===== src/rtl/collect_uart_if.sv =====
// Byte-in / word-out handshake bundle between the UART receiver, collect_uart
// and the CORDIC input stage.
interface collect_uart_if #(
    parameter int DATA_WIDTH_IN  = 8,
    parameter int DATA_WIDTH_OUT = 40
);
    logic [DATA_WIDTH_IN-1:0]  i_data;
    logic                      i_data_valid;
    logic                      i_ready;
    logic [DATA_WIDTH_OUT-1:0] o_data;
    logic                      o_data_valid;
    logic                      o_busy;
    logic                      o_timeout;
    logic                      o_overrun;

    modport master (
        output i_data, i_data_valid, i_ready,
        input  o_data, o_data_valid, o_busy, o_timeout, o_overrun
    );

    modport slave (
        input  i_data, i_data_valid, i_ready,
        output o_data, o_data_valid, o_busy, o_timeout, o_overrun
    );
endinterface


===== src/rtl/collect_uart.sv =====
// Assembles MSB-first UART bytes into one operand word with a valid/ready
// hand-off, an inter-byte timeout and an overrun strobe.
module collect_uart #(
    parameter int DATA_WIDTH_IN  = 8,
    parameter int DATA_WIDTH_OUT = 40,
    parameter int TIMEOUT_CYCLES = 1000000
) (
    input logic           clk,
    input logic           rst,
    collect_uart_if.slave bus
);
    localparam int BYTES = DATA_WIDTH_OUT / DATA_WIDTH_IN;
    localparam int CNT_W = $clog2(BYTES);
    localparam int TMO_W = (TIMEOUT_CYCLES > 0) ? $clog2(TIMEOUT_CYCLES + 1) : 1;
    localparam int LOW_W = DATA_WIDTH_OUT - DATA_WIDTH_IN;
    localparam logic [CNT_W-1:0] LAST_BYTE = CNT_W'(BYTES - 1);
    localparam logic [TMO_W-1:0] TMO_LAST  = (TIMEOUT_CYCLES > 0) ? TMO_W'(TIMEOUT_CYCLES - 1) : '0;

    typedef enum logic [1:0] {IDLE, COLLECT, HOLD} state_t;

    state_t                    state;
    logic [CNT_W-1:0]          count;
    logic [LOW_W-1:0]          sr;
    logic [LOW_W-1:0]          sr_next;
    logic [TMO_W-1:0]          tmo_cnt;
    logic [DATA_WIDTH_OUT-1:0] data_q;
    logic                      valid_q;
    logic                      timeout_q;
    logic                      overrun_q;

    // Only the low bytes are kept: the newest byte completes the word directly.
    assign sr_next = LOW_W'({sr, bus.i_data});

    always_ff @(posedge clk or negedge rst) begin
        if (!rst) begin
            state     <= IDLE;
            count     <= '0;
            sr        <= '0;
            tmo_cnt   <= '0;
            data_q    <= '0;
            valid_q   <= 1'b0;
            timeout_q <= 1'b0;
            overrun_q <= 1'b0;
        end else begin
            timeout_q <= 1'b0;
            overrun_q <= 1'b0;
            case (state)
                IDLE: begin
                    if (bus.i_data_valid) begin
                        sr      <= sr_next;
                        count   <= CNT_W'(1);
                        tmo_cnt <= '0;
                        state   <= COLLECT;
                    end
                end
                COLLECT: begin
                    if (bus.i_data_valid) begin
                        if (count == LAST_BYTE) begin
                            data_q  <= {sr, bus.i_data};
                            valid_q <= 1'b1;
                            count   <= '0;
                            state   <= HOLD;
                        end else begin
                            sr      <= sr_next;
                            count   <= count + 1'b1;
                            tmo_cnt <= '0;
                        end
                    end else if (TIMEOUT_CYCLES != 0 && tmo_cnt == TMO_LAST) begin
                        count     <= '0;
                        sr        <= '0;
                        state     <= IDLE;
                        timeout_q <= 1'b1;
                    end else begin
                        tmo_cnt <= tmo_cnt + 1'b1;
                    end
                end
                HOLD: begin
                    if (bus.i_ready) begin
                        valid_q <= 1'b0;
                        if (bus.i_data_valid) begin
                            sr      <= sr_next;
                            count   <= CNT_W'(1);
                            tmo_cnt <= '0;
                            state   <= COLLECT;
                        end else begin
                            state <= IDLE;
                        end
                    end else if (bus.i_data_valid) begin
                        overrun_q <= 1'b1;
                    end
                end
                default: state <= IDLE;
            endcase
        end
    end

    assign bus.o_data       = data_q;
    assign bus.o_data_valid = valid_q;
    assign bus.o_busy       = (state != IDLE);
    assign bus.o_timeout    = timeout_q;
    assign bus.o_overrun    = overrun_q;
endmodule

===== src/flat_wrapper.sv =====
// flat-port wrapper written by rule: the top's interface ports become plain ports
module collect_uart_flat 
#(
    parameter int DATA_WIDTH_IN  = 8,
    parameter int DATA_WIDTH_OUT = 40,
    parameter int TIMEOUT_CYCLES = 1000000
)
  (clk, rst, bus_i_data, bus_i_data_valid, bus_i_ready, bus_o_data, bus_o_data_valid, bus_o_busy, bus_o_timeout, bus_o_overrun);
  collect_uart_if #(.DATA_WIDTH_IN(DATA_WIDTH_IN), .DATA_WIDTH_OUT(DATA_WIDTH_OUT)) bus_i ();
  input logic clk;
  input logic rst;
  input wire logic [$bits(bus_i.i_data)-1:0] bus_i_data;
  input wire logic [$bits(bus_i.i_data_valid)-1:0] bus_i_data_valid;
  input wire logic [$bits(bus_i.i_ready)-1:0] bus_i_ready;
  output wire logic [$bits(bus_i.o_data)-1:0] bus_o_data;
  output wire logic [$bits(bus_i.o_data_valid)-1:0] bus_o_data_valid;
  output wire logic [$bits(bus_i.o_busy)-1:0] bus_o_busy;
  output wire logic [$bits(bus_i.o_timeout)-1:0] bus_o_timeout;
  output wire logic [$bits(bus_i.o_overrun)-1:0] bus_o_overrun;
  assign bus_i.i_data = bus_i_data;
  assign bus_i.i_data_valid = bus_i_data_valid;
  assign bus_i.i_ready = bus_i_ready;
  assign bus_o_data = bus_i.o_data;
  assign bus_o_data_valid = bus_i.o_data_valid;
  assign bus_o_busy = bus_i.o_busy;
  assign bus_o_timeout = bus_i.o_timeout;
  assign bus_o_overrun = bus_i.o_overrun;
  collect_uart #(.DATA_WIDTH_IN(DATA_WIDTH_IN), .DATA_WIDTH_OUT(DATA_WIDTH_OUT), .TIMEOUT_CYCLES(TIMEOUT_CYCLES)) u_core (.clk(clk), .rst(rst), .bus(bus_i));
endmodule

===== config.mk =====
export PLATFORM = sky130hd
export DESIGN_NAME = collect_uart_flat
export DESIGN_NICKNAME = d
export VERILOG_FILES = /design/src/rtl/collect_uart_if.sv /design/src/rtl/collect_uart.sv /design/src/flat_wrapper.sv
export SDC_FILE = /design/constraint.sdc
export NUM_CORES = 1
export LEC_CHECK = 0
export ABC_CLOCK_PERIOD_IN_PS = 6000
export BUFFER_PORTS_ARGS = -buffer_cell sky130_fd_sc_hd__buf_4
export CAP_MARGIN = 25
export CORE_MARGIN = 2
export CORE_UTILIZATION = 62
export CTS_CLUSTER_SIZE = 12
export DETAILED_ROUTE_END_ITERATION = 16
export PLACE_DENSITY = 0.84
export SLEW_MARGIN = 15
export SYNTH_ARGS = -nofsm -noshare
export SYNTH_HDL_FRONTEND = slang
export SYNTH_SLANG_ARGS = --single-unit

===== constraint.sdc =====
create_clock -name clk -period 6 [get_ports clk]
set_input_delay 0.9 -clock clk [delete_from_list [all_inputs] [get_ports clk]]
set_output_delay 0.9 -clock clk [all_outputs]
set_load 0.1 [all_outputs]

======== Yosys cells after proc, flatten, opt, wreduce, memory -nomap -nowiden ========
Cells that the tools add are included.
Widths: inputs -> output; s select.
operators by class
  add/subtract/negate cells ............... 2
  eq/ne operators ......................... 12
  muxes and demuxes ....................... 35
  reductions and logical operators ........ 10
operators by type and width
  kind                   number
  $mux 32                5
  $mux 20                5
  $pmux 32 s3            1
  $pmux 20 s3            1
  $add 20x1->20 const B  1
  $eq 20x20->1 const B   1
  $reduce_and 4->1       4
  $mux 3                 5
  $mux 1                 10
  $mux 2                 5
  $pmux 3 s3             1
  $ne 2x2->1 const B     3
  $ne 3x2->1 const B     2
  $ne 3x3->1 const B     2
  $pmux 2 s3             1
  $reduce_and 3->1       2
  $reduce_bool 2->1      2
  $add 3x1->3 const B    1
  $eq 3x3->1 const B     1
  $reduce_bool 3->1      1
  $eq 2x1->1 const B     1
  $eq 2x2->1 const B     1
  $logic_not 2->1        1
  $ne 2x1->1 const B     1
  $pmux 1 s2             1
storage, ports and cells
  register bits ........................... 100
  bits of input ports ..................... 12
  output and inout bits ................... 44
  word-level logic and storage cells ...... 67

======== Longest topological paths before layout ========
  depth in word-level cells ............... 4
  mapped depth ............................ 8
  mapped depth without buffers ............ 7

======== Worst setup path after synthesis ========
No wires, ideal clock.
  path type ............................... input-to-reg
  from .................................... in bus_i_data_valid
  to ...................................... reg u_core.sr[22]
  setup time .............................. 0.130 ns
  arrival ................................. 2.136 ns
  data required time ...................... 5.870 ns
  slack ................................... 3.734 ns
  cell stages on the path ................. 6
  path buffers ............................ 2
  path through ............................ nor3b_1 a2111oi_1 buf_2 buf_2 a22oi_1 o21ai_0
on the way
  word-level cells in the longest chain between the ends .. 3
  elaborated cells on any way between the ends .. 7
  classes of those cells .................. 2 x eq/ne; 4 x mux; 1 x reduce/logical
RTL lines
  what                    RTL line            text
  start: declaration      flat_wrapper.sv:13  input wire logic [$bits(bus_i.i_data_valid)-1:0] bus_i_data_valid;
  $mux 32 (2 in series)   --
  $pmux 32 s3             collect_uart.sv:47  case (state)
  end signal: assignment  collect_uart.sv:50  sr <= sr_next;
  end signal: assignment  collect_uart.sv:64  sr <= sr_next;
  end signal: assignment  collect_uart.sv:81  sr <= sr_next;
  end: declaration        collect_uart.sv:23  logic [LOW_W-1:0] sr;
Several ways; a longest one is shown, not always the timed one. The select of a mux whose other input is x is not followed.
A chain may end at the register's enable or synchronous reset.

======== Worst setup path after layout ========
  from .................................... reg u_core.state[0]
  to ...................................... out bus_o_busy
on the way
  word-level cells in the longest chain between the ends .. 1
RTL lines
  what                      RTL line            text
  start: declaration        collect_uart.sv:21  state_t state;
  start signal: assignment  collect_uart.sv:36  state <= IDLE;
  start signal: assignment  collect_uart.sv:53  state <= COLLECT;
  start signal: assignment  collect_uart.sv:62  state <= HOLD;
  $reduce_bool 2->1         collect_uart.sv:99  assign bus.o_busy = (state != IDLE);
  end: declaration          flat_wrapper.sv:17  output wire logic [$bits(bus_i.o_busy)-1:0] bus_o_busy;
Every way passes these cells.

==> impl_metrics.env <==
export IMPL_globalplace_congestion=0.870
export IMPL_max_clock_freq_ghz=0.435
export IMPL_post_synth_main_area_contributors="sky130_fd_sc_hd__dfrtp_1 (55%), sky130_fd_sc_hd__mux2_2 (10%), sky130_fd_sc_hd__a22oi_1 (5.3%)"
export IMPL_longest_individual_stage_delay_on_the_worst_path_ns=0.49
export IMPL_worst_margin_slew_ns=0.648
export IMPL_die_y_um=89.4
export IMPL_ys_dominant_reg_cell="sky130_fd_sc_hd__dfrtp_1"
export IMPL_fp_row_count=31
export IMPL_min_period_ns=2.30
export IMPL_finish_utilization_pct=73.8
export IMPL_design_final_nets=464
export IMPL_ant_nets=0
export IMPL_area_growth_pct=16.6
export IMPL_cp_data_required_time_ns=5.10
export IMPL_setup_tns_ns=0
export IMPL_drive_gt1_share_pct=29.5
export IMPL_cts_hold_buffers=0
export IMPL_synth_largest_area_cell="sky130_fd_sc_hd__dfrtp_1"
export IMPL_critical_path_startpoint_type="flip-flop"
export IMPL_grt_overflow=0
export IMPL_cp_arrival_ns=1.40
export IMPL_grt_start_max_net_pins=64
export IMPL_r2r_slack_ns=3.71
export IMPL_first_iter_violations=226
export IMPL_final_cells=553
export IMPL_crit_path_top_delay_cell="sky130_fd_sc_hd__dfrtp_1"
export IMPL_timing_final_max_slew_violations=0
export IMPL_cts_path_max_buffers=2
export IMPL_cts_tree="built"
export IMPL_portion_of_the_post_synthesis_area_used_by_sequential_elements_pct=55.4
export IMPL_drt_vias_per_instance=6.00
export IMPL_tritoncts_num_sinks=100
export IMPL_critical_path_top_delay_family="flip-flops"
export IMPL_cts_resized_gates=0
export IMPL_end_kind="primary output"
export IMPL_hold_path_class="input port to async pin"
export IMPL_timing_critical_path_buf_inv=1
export IMPL_core_footprint_mm2=0.00714
export IMPL_placed_cells_incl_taps=537
export IMPL_grt_pass1_vias=3292
export IMPL_synth_top_cell_area_share_pct=55.4
export IMPL_synthesized_area_mm2=0.00452
export IMPL_place_hpwl_um=6490
export IMPL_drv_max_cap_violation_count=0
export IMPL_layout_cells_most_common_list="sky130_fd_sc_hd__dfrtp_1 (100), sky130_fd_sc_hd__buf_4 (60), sky130_fd_sc_hd__inv_1 (40), sky130_fd_sc_hd__mux2_2 (40)"
export IMPL_synthesis_nets=411
export IMPL_ctsRootBufferMaster="sky130_fd_sc_hd__clkbuf_8"
export IMPL_rsz0062_at_grt="no"
export IMPL_worst_r2r_startpoint="u_core.tmo_cnt[15]"
export IMPL_first_pass_iters=4
export IMPL_tritoncts_num_buffers=9
export IMPL_number_of_enable_flip_flop_cells_after_synthesis=0
export IMPL_worstSkewPairLatency_ns=0.37
export IMPL_n_fill_cell=522
export IMPL_ys_types=59
export IMPL_timing_slew_headroom_pct=56.8
export IMPL_outcome="complete, no violations"
export IMPL_ys_async_sr_fraction_pct=100
export IMPL_post_synth_cell_area_avg_um2=11.4
export IMPL_postSynthRegisterBits=100
export IMPL_cts_clk_slew_worst_paths_ns=0.10
export IMPL_first_pass_grt_wire_length_um=16000
export IMPL_setup_viol=0
export IMPL_num_antenna_cells=0
export IMPL_worst_path_max_fanout=13
export IMPL_floorplan_io_pins=56
export IMPL_reg2regPathDepth=5
export IMPL_wl_per_cell_um=17.4
export IMPL_synth_yosys_warnings=0
export IMPL_grt_total_usage_pct=26.4
export IMPL_leading_cell_type_in_the_layout_fill_and_taps_excluded="sky130_fd_sc_hd__dfrtp_1"
export IMPL_r2r_end="u_core.count[0]"
export IMPL_fp_dieArea_mm2=0.00799
export IMPL_routed_via_count=3318
export IMPL_clock_tree_htree_level_count=3
export IMPL_criticalPathCategory="flip-flop to primary output"
export IMPL_timing_final_crit_share_pct=38.3
export IMPL_die_width_um=89.4
export IMPL_post_cts_setup_buffer_count=0
export IMPL_drcViolationCount=0
export IMPL_syn_instance_count=396
export IMPL_timing_clock_skew_ns=0.0109
export IMPL_final_hold_violation_count=0
export IMPL_portBuffers=55
export IMPL_grt_antenna_before_repair=0
export IMPL_timing_critical_path_cells="or2_2 -> buf_4"
export IMPL_drt_total_wl_um=9620
export IMPL_initial_utilization_pct=63.3
registers in the layout, indices dropped and copies added, names as in the netlist:
signal and count:
u_core.bus.o_data_valid 1, u_core.bus.o_timeout 1, u_core.tmo_cnt 20, u_core.bus.o_overrun 1, u_core.state 2, u_core.count 3, u_core.sr 32, u_core.bus.o_data 40
per-stage QoR:
step | hold slack [ns] | setup WS, ns | area (um2)
floorplan | 0.482 | 3.73 | 4520
global placement | 0.472 | 3.27 | 5010
detailed placement | 0.476 | 3.30 | 5060
CTS | 0.351 | 3.68 | 5260
global route | 0.350 | 3.61 | 5270
finish | 0.352 | 3.70 | 5270
area by class of cell:
| class | instances | area, um2 | share of cell area [%] |
|---|---|---|---|
| multi-input cells | 235 | 1780 | 33.8 |
| well taps | 99 | 124 | 2.35 |
| inverters | 41 | 156 | 2.97 |
| repair buffers | 62 | 505 | 9.60 |
| clock inverters | 6 | 70.1 | 1.33 |
| clock buffers | 10 | 128 | 2.42 |
| flip-flops and latches | 100 | 2500 | 47.5 |
kinds of logic after synthesis:
group	after synthesis	share of synthesized area, %
AOI/OAI and AO/OA	111	17.3
adders and majority gates	3	0.831
buffers and inverters	61	5.57
DFF	100	55.4
muxes	42	10.4
and+or+nand+nor	79	10.6
worst reg2reg max path, cell delays in order (launching register included):
cell	delay [ns]
sky130_fd_sc_hd__dfrtp_1	0.47
sky130_fd_sc_hd__or4b_4	0.58
sky130_fd_sc_hd__or4_4	0.47
sky130_fd_sc_hd__o21ai_2	0.13
sky130_fd_sc_hd__buf_4	0.35
sky130_fd_sc_hd__a41oi_1	0.17
metal layers:
metal  vias up  track usage, %  part of all wire [%]
met5         -               0                     0
met4         0            9.50                   1.7
met1      1652            35.0                    43
met2        86            42.5                    51
li1       1561               -                     -
met3        19            7.02                   4.9
synthesized netlist by cell type (all sizes together) (2+ instances only):
cell type	n
a211o	3
a211oi	2
a21oi	9
a22oi	32
and3	4
and4	2
buf	11
clkbuf	9
dfrtp	100
ha	3
inv	41
mux2	40
mux2i	2
nand2	13
nand2b	5
nand3	9
nand4	4
nor2	5
nor2b	2
nor3	6
nor3b	4
nor4	2
o211ai	3
o21ai	37
o311ai	3
o31ai	6
o41ai	3
or2	4
or3	5
or4	8
or4b	2
how the worst max path moves through the flow:
stage,cells past startpoint,from,endpoint,slack [ns]
global route,5,u_core.tmo_cnt[15],u_core.count[0],3.61
detailed placement,6,bus_i_data_valid,u_core.sr[23],3.30
finish,2,u_core.state[0],bus_o_busy,3.70
global placement,4,bus_i_data_valid,u_core.bus.o_data[26],3.27
CTS,2,u_core.state[0],bus_o_busy,3.68
floorplan,6,bus_i_data_valid,u_core.sr[22],3.73
Power is left out: the tool's default activity adds up to more than one toggle a clock period on the data nets, which glitch-free logic cannot reach.
